$ cat src/rtl/secuenciador_tr_pkg.sv
// Shared definitions for the R-type instruction sequencer: FSM encoding,
// the legal opcode and instruction field positions.
package secuenciador_tr_pkg;

  typedef enum logic [2:0] {
    ST_IDLE,
    ST_FETCH,
    ST_WAIT,
    ST_DECODE,
    ST_EXEC,
    ST_WB,
    ST_DONE
  } state_t;

  localparam logic [5:0] R_TYPE_OPCODE = 6'b000000;

  localparam int unsigned OPC_MSB = 31;
  localparam int unsigned OPC_LSB = 26;
  localparam int unsigned RD_MSB  = 15;
  localparam int unsigned RD_LSB  = 11;

  function automatic logic [5:0] opcode_of(input logic [31:0] instr);
    return instr[OPC_MSB:OPC_LSB];
  endfunction

  function automatic logic [4:0] rd_of(input logic [31:0] instr);
    return instr[RD_MSB:RD_LSB];
  endfunction

endpackage

$ cat src/rtl/secuenciador_tr.sv
// Sequencer that fetches R-type instructions from address 0 to pc_fin,
// hands each to the datapath and pulses the register-bank write enable.
module secuenciador_tr
  import secuenciador_tr_pkg::*;
#(
  parameter int unsigned ADDR_W   = 8,
  parameter logic [5:0]  OPCODE_R = R_TYPE_OPCODE
) (
  input  logic              clk,
  input  logic              rst_n,
  input  logic              start,
  input  logic [ADDR_W-1:0] pc_fin,
  output logic [ADDR_W-1:0] imem_addr,
  output logic              imem_rd,
  input  logic [31:0]       imem_data,
  output logic [31:0]       instruccion,
  output logic              br_we,
  input  logic              tr_zf,
  output logic              zf,
  output logic              busy,
  output logic              done,
  output logic              error,
  output logic [ADDR_W:0]   instr_count
);

  state_t            state;
  state_t            state_next;
  logic [ADDR_W-1:0] pc;
  logic [ADDR_W-1:0] pc_last;
  logic              illegal;

  assign illegal   = (opcode_of(instruccion) != OPCODE_R);
  assign imem_addr = pc;
  assign busy      = (state != ST_IDLE);

  // State register
  always_ff @(posedge clk or negedge rst_n) begin
    if (!rst_n) state <= ST_IDLE;
    else        state <= state_next;
  end

  // Next-state decode and per-state strobes
  always_comb begin
    state_next = state;
    imem_rd    = 1'b0;
    br_we      = 1'b0;
    done       = 1'b0;
    case (state)
      ST_IDLE:   if (start) state_next = ST_FETCH;
      ST_FETCH: begin
        imem_rd    = 1'b1;
        state_next = ST_WAIT;
      end
      ST_WAIT:   state_next = ST_DECODE;
      ST_DECODE: state_next = illegal ? ST_DONE : ST_EXEC;
      ST_EXEC:   state_next = ST_WB;
      ST_WB: begin
        br_we      = (rd_of(instruccion) != 5'd0);
        // Compare before incrementing so pc_fin at the top address never wraps
        state_next = (pc == pc_last) ? ST_DONE : ST_FETCH;
      end
      ST_DONE: begin
        done       = 1'b1;
        state_next = ST_IDLE;
      end
      default:   state_next = ST_IDLE;
    endcase
  end

  // Program counter, instruction latch, flags and completion counter
  always_ff @(posedge clk or negedge rst_n) begin
    if (!rst_n) begin
      pc          <= '0;
      pc_last     <= '0;
      instruccion <= '0;
      zf          <= 1'b0;
      error       <= 1'b0;
      instr_count <= '0;
    end else begin
      case (state)
        ST_IDLE: begin
          if (start) begin
            pc          <= '0;
            pc_last     <= pc_fin;
            instr_count <= '0;
            error       <= 1'b0;
            zf          <= 1'b0;
          end
        end
        ST_WAIT:   instruccion <= imem_data;
        ST_DECODE: if (illegal) error <= 1'b1;
        ST_EXEC:   zf <= tr_zf;
        ST_WB: begin
          instr_count <= instr_count + (ADDR_W+1)'(1);
          if (pc != pc_last) pc <= pc + ADDR_W'(1);
        end
        default: ;
      endcase
    end
  end

endmodule

$ cat config.mk
export PLATFORM = sky130hd
export DESIGN_NAME = secuenciador_tr
export DESIGN_NICKNAME = d
export VERILOG_FILES = /design/src/rtl/secuenciador_tr_pkg.sv /design/src/rtl/secuenciador_tr.sv
export SDC_FILE = /design/constraint.sdc
export NUM_CORES = 1
export LEC_CHECK = 0
export BUFFER_PORTS_ARGS = -buffer_cell sky130_fd_sc_hd__buf_2
export CORE_MARGIN = 5
export CORE_UTILIZATION = 45
export DETAILED_ROUTE_END_ITERATION = 6
export GPL_TIMING_DRIVEN = 0
export HOLD_SLACK_MARGIN = 0.02
export PLACE_DENSITY = 0.75
export SLEW_MARGIN = 5
export SYNTH_ARGS = -nofsm -noshare
export SYNTH_HDL_FRONTEND = slang
export SYNTH_SLANG_ARGS = --single-unit
export TNS_END_PERCENT = 5
$ cat constraint.sdc
create_clock -name clk -period 1.66 [get_ports clk]
set_clock_uncertainty 0.15 [all_clocks]
set_input_delay 0.166 -clock clk [delete_from_list [all_inputs] [get_ports clk]]
set_output_delay 0.166 -clock clk [all_outputs]
set_load 0.03 [all_outputs]
# Word level (Yosys, flattened, before mapping)
# Index checks and enable logic that the tools add are counted.
word_totals:
  register_bits: 62
  inputBits: 44
classes:
  n_addsub: 2
  n_eq_ne: 11
  n_reduce_logical: 12
  n_mux: 16
op_table:
  columns: ["operator", "n"]
  rows:
  - ["3-bit case mux with 6 select lines", 1]
  - ["9-bit case mux with 2 select lines", 1]
  - ["8-bit 2-to-1 mux", 2]
  - ["8-bit case mux with 2 select lines", 1]
  - ["9-bit by 1-bit adder with 9-bit output (second input constant)", 1]
  - ["3-bit == test (second input constant)", 3]
  - ["9-bit 2-to-1 mux", 1]
  - ["8-bit by 1-bit adder with 8-bit output (second input constant)", 1]
  - ["8-bit == test", 1]
  - ["8-bit != test", 1]
  - ["3-bit by 2-bit == test with 1-bit output (second input constant)", 2]
  - ["3-bit 2-to-1 mux", 2]
  - ["2-bit != test (second input constant)", 3]
  - ["2-bit AND reduction", 3]
  - ["3-bit AND reduction", 2]
  - ["2-bit nonzero test", 3]
  - ["6-bit nonzero test", 1]
  - ["1-bit 2-to-1 mux", 5]
  - ["5-bit nonzero test", 1]
  - ["1-bit case mux with 2 select lines", 2]
  - ["3-bit by 1-bit == test with 1-bit output (second input constant)", 1]
  - ["3-bit logical NOT", 1]
  - ["3-bit nonzero test", 1]
  - ["2-bit 2-to-1 mux", 1]

# Longest topological paths before layout
logic_depth:
  word_depth: 3
  ltp_mapped: 6
  mapped_depth_nobuf: 5

# Worst setup path after synthesis
# Ideal clock, no wire load.
synth_timing:
  path_kind: "register to register"
  startpoint: "register pc[2], in the netlist imem_addr[2]"
  endpoint: "register pc[0], in the netlist imem_addr[0]"
  synth_period_minus_slack_ps: 1903
  setup_time_ps: 125
  path_slack_ps: -243
  stages_incl_launch_ff: 7
  arrival_ps: 1629
  required_ps: 1385
  path_buffers: 2
  cell_sequence: "dfrtp_1 buf_6 xor2_2 nor4_4 buf_6 a21oi_2 mux2_2"
synth_via:
  elab_chain_len: 3
synth_lines:
  columns: ["element", "line", "rtl"]
  rows:
  - ["from (decl)", "secuenciador_tr.sv:28", "logic [ADDR_W-1:0] pc;"]
  - ["from (signal assigned)", "secuenciador_tr.sv:95", "if (pc != pc_last) pc <= pc + ADDR_W'(1);"]
  - ["8-bit != test", "secuenciador_tr.sv:95", null]
  - ["2-bit != test (no source line)", null, null]
  - ["3-bit AND reduction (no source line)", null, null]
# Every way passes these cells.
# A chain may end at the register's enable or synchronous reset.

# Final worst setup path
layout_timing:
  startpoint: "register pc[5], in the netlist imem_addr[5]"
  endpoint: "register pc[1], in the netlist imem_addr[1]"
# Same word-level chain as after synthesis.

==> out/results.ini <==
[critical_path]
startpoint = imem_addr[5]$_DFFE_PN0P_
worst_r2r_path_depth = 6
critical_path.most_common_cell = buf_4
cp-endpoint = imem_addr[1]$_DFFE_PN0P_
cp_data_arrival_time_ns = 2.01
timing.critical_path.cells = xor2_2 -> nor4_4 -> buf_4 -> buf_4 -> a31o_1 -> a22o_1
r2r-start = imem_addr[5]$_DFFE_PN0P_
cp-start-kind = flip-flop
crit_path_end_kind = flip-flop
timing_worst_setup_path_type = reg -> reg
reg2reg_to = imem_addr[1]$_DFFE_PN0P_
timing.critical_path.fanout_max = 6
timing.reg2reg.setup_slack_ns = -0.22
cp_data_required_time_ns = 1.79
max_stage_delay_ns = 0.47
slowest_stage = dfrtp_2

[layout]
antenna_diode_count = 0
fin_cells = 514
layout.nets = 478
areaGrowthSynthToFinish_pct = 64.17
drive_above_1_share = 0.5217

[timing]
worst-slew-pin-transition_ns = 0.7813
timing.slew.headroom = 0.4791
tns_ns = -2.954
final-max-slew-violation-count = 0
finalHoldViolations = 0
timing.final.crit_share = 1.135
min_period_ns = 1.884
fmax_mhz = 530.8
finalWorstSetupSlack_ns = -0.2241
setup_viol = 47
rsz_0062_raised_after_global_routing = yes

[clocking]
clock_pin_transition_on_the_worst_setup_and_hold_timing_paths_ns = 0.07
clock_tree_from_tritoncts = done
htreeDepth = 3
max_clock_buf_depth = 2
clkLatencyLatePin_ns = 0.35
cts_root_buffer = clkbuf_8
sink_count = 62
tritoncts_buffers = 9

[outcome]
outcome = complete, but fails checks
violations = setup timing

[floorplanning]
io_pins = 99
initial_core_util = 0.4555
die_w_um = 89.48
core_um2 = 6241
fp.dieH_um = 89.48
floorplan.rows = 29
dieArea_um2 = 8007

[power_and_ir_drop]
power.static_leakage_nw = 2.305
cellPowerDensity_nw_per_um2 = 2022
vdd_drop_max_mv = 1.890

[yosys]
synth-edff-count = 0
ys_warn_count = 0
mappedNetlistNets = 292
post_synth.cell_area_avg_um2 = 11.56
syn-instance-count = 246
yosys_register_bits = 62
post_synthesis_cell_area_um2 = 2843
synth-async-reset-ratio = 1.000
ys.flop_type = dfrtp_1
synth.distinct_cells = 43
synth-seq-area-share = 0.5458

[routing]
finalWirelength_mm = 9.558
first_pass_iters = 5
detail_route.vias_per_cell = 5.307
final_antenna_net_count = 0
detail_route.iter0.violations = 224
routed_wire_length_per_instance_um = 18.60
detail_route.drc_violations = 0
via_count = 2728

[placed_design]
hpwl_mm = 4.725
dp_cells = 421
place.gp.congestion = 0.7557
placement.setup.worst_slack_ns = -0.2931
portbufs = 98

[global_routing]
grt_pass1_vias = 2810
grt_start_max_net_pins = 63
grt_antenna_before_repair = 0
grt_use_total = 0.2276
globalRouteOverflowTotal = 0
grt_first_pass_wirelength_mm = 13.53

[flow_run]
cap_violations = 0

[hold_path]
hold_path_class = in -> async

-- area by class of cell --
class                   instances  area [um2]
repair buffers                176        1227
fillers                       382        1574
well taps                      77       96.34
flip-flops and latches         62        1563
clock inverters                 7       97.59
multi-input cells             170        1408
inverters                       2       7.507
clock buffers                   9       123.9
plain buffers                  11       143.9
-- where the power goes --
group          internal [mW]  switching [mW]
clock network          0.849           0.663
registers               2.17           0.561
logic                   2.33            2.86
total                   5.35            4.09
-- routing by layer --
layer,part of all wire,global-route usage,vias up,wire length [um]
li1,-,-,1234,-
met1,0.38,0.2695,1316,3638
met2,0.50,0.3758,147,4754
met3,0.088,0.06912,31,838
met4,0.034,0.1123,0,327
met5,0,0,-,0
-- logic make-up after synthesis --
| family | count (synthesis) | synth area share |
|---|---|---|
| and+or+nand+nor | 88 | 0.1589 |
| DFF | 62 | 0.5458 |
| muxes | 40 | 0.1554 |
| AOI/OAI and AO/OA | 32 | 0.07262 |
| buffers and inverters | 14 | 0.03124 |
| xor gates and xnor gates | 8 | 0.02729 |
| adders and majority gates | 2 | 0.008801 |
-- critical path, delay by kind of cell, from the launching register on --
family	cells	cell delay, ns
AOI/OAI and AO/OA	2	0.37
DFF	1	0.47
buffers and inverters	2	0.32
and+or+nand+nor	1	0.34
xor gates and xnor gates	1	0.17
-- timing repair --
item | in CTS | in global routing
hold buffers | 43 | 0
endpoints found under the hold margin | 104 | 0
gates resized for setup | 48 | 39
buffers inserted | 26 | 7
endpoints found under the setup margin | 57 | 61
gates cloned | 2 | 0
pin swaps | 12 | 5
-- through the flow --
stage	power (mW)	hold slack [ns]	area (um2)	util
2_1_floorplan	5.313	-0.2796	2849	-
6_report	9.436	0.2949	4667	0.7478
3_3_place_gp	6.244	0.2090	3436	0.5505
5_1_grt	9.908	0.3562	4667	0.7478
4_1_cts	8.661	0.3121	4472	0.7165
3_5_place_dp	6.356	0.1430	3438	0.5509
-- sequential cells by signal, indices dropped and copies added, names as in the netlist --
register     cells
instruccion     32
instr_count      9
imem_addr        8
pc_last          8
state            3
error            1
zf               1
-- cells in the final DEF (no fill, tap or decap), drive strengths merged, types with 2 or more instances in the layout --
cell type / netlist / layout
ha: 2 / 2
and4: 2 / 2
mux2i: 7 / 7
o21ai: 13 / 13
bufinv: 0 / 2
nor2: 13 / 13
clkinvlp: 0 / 2
xor2: 8 / 8
nand4: 6 / 6
nor4: 3 / 3
clkinv: 0 / 2
a2111o: 2 / 2
and3: 3 / 3
nor3: 3 / 3
nand3: 4 / 4
nand3b: 2 / 2
a31oi: 3 / 3
a21oi: 8 / 8
buf: 10 / 143
clkbuf: 2 / 10
mux2: 33 / 33
or2: 2 / 2
dlygate4sd3: 0 / 43
inv: 2 / 3
dfrtp: 62 / 62
nand2: 46 / 46
-- Yosys cell counts, types with 4 or more instances --
library cell | n | share of area
a21oi_1 | 7 | 0.012
nand2_1 | 46 | 0.061
mux2_2 | 31 | 0.12
mux2i_1 | 7 | 0.025
nand4_1 | 6 | 0.013
xor2_1 | 7 | 0.022
nor2_1 | 13 | 0.017
buf_2 | 5 | 0.0088
nand3_1 | 4 | 0.0070
dfrtp_1 | 62 | 0.55
o21ai_0 | 11 | 0.019
-- worst min path at each step --
stage | endpoint | slack, ns | depth (start not counted)
after detailed placement | instruccion[7]$_DFFE_PN0P_ | 0.14 | 1
final | instruccion[7]$_DFFE_PN0P_ | 0.29 | 2
after floorplan | error$_DFFE_PN0P_ | -0.28 | 0
after CTS | instruccion[23]$_DFFE_PN0P_ | 0.31 | 2
after global placement | pc_last[6]$_DFFE_PN0P_ | 0.21 | 3
after global routing | instr_count[8]$_DFFE_PN0P_ | 0.36 | 1
(Power assumes the default switching activity.)
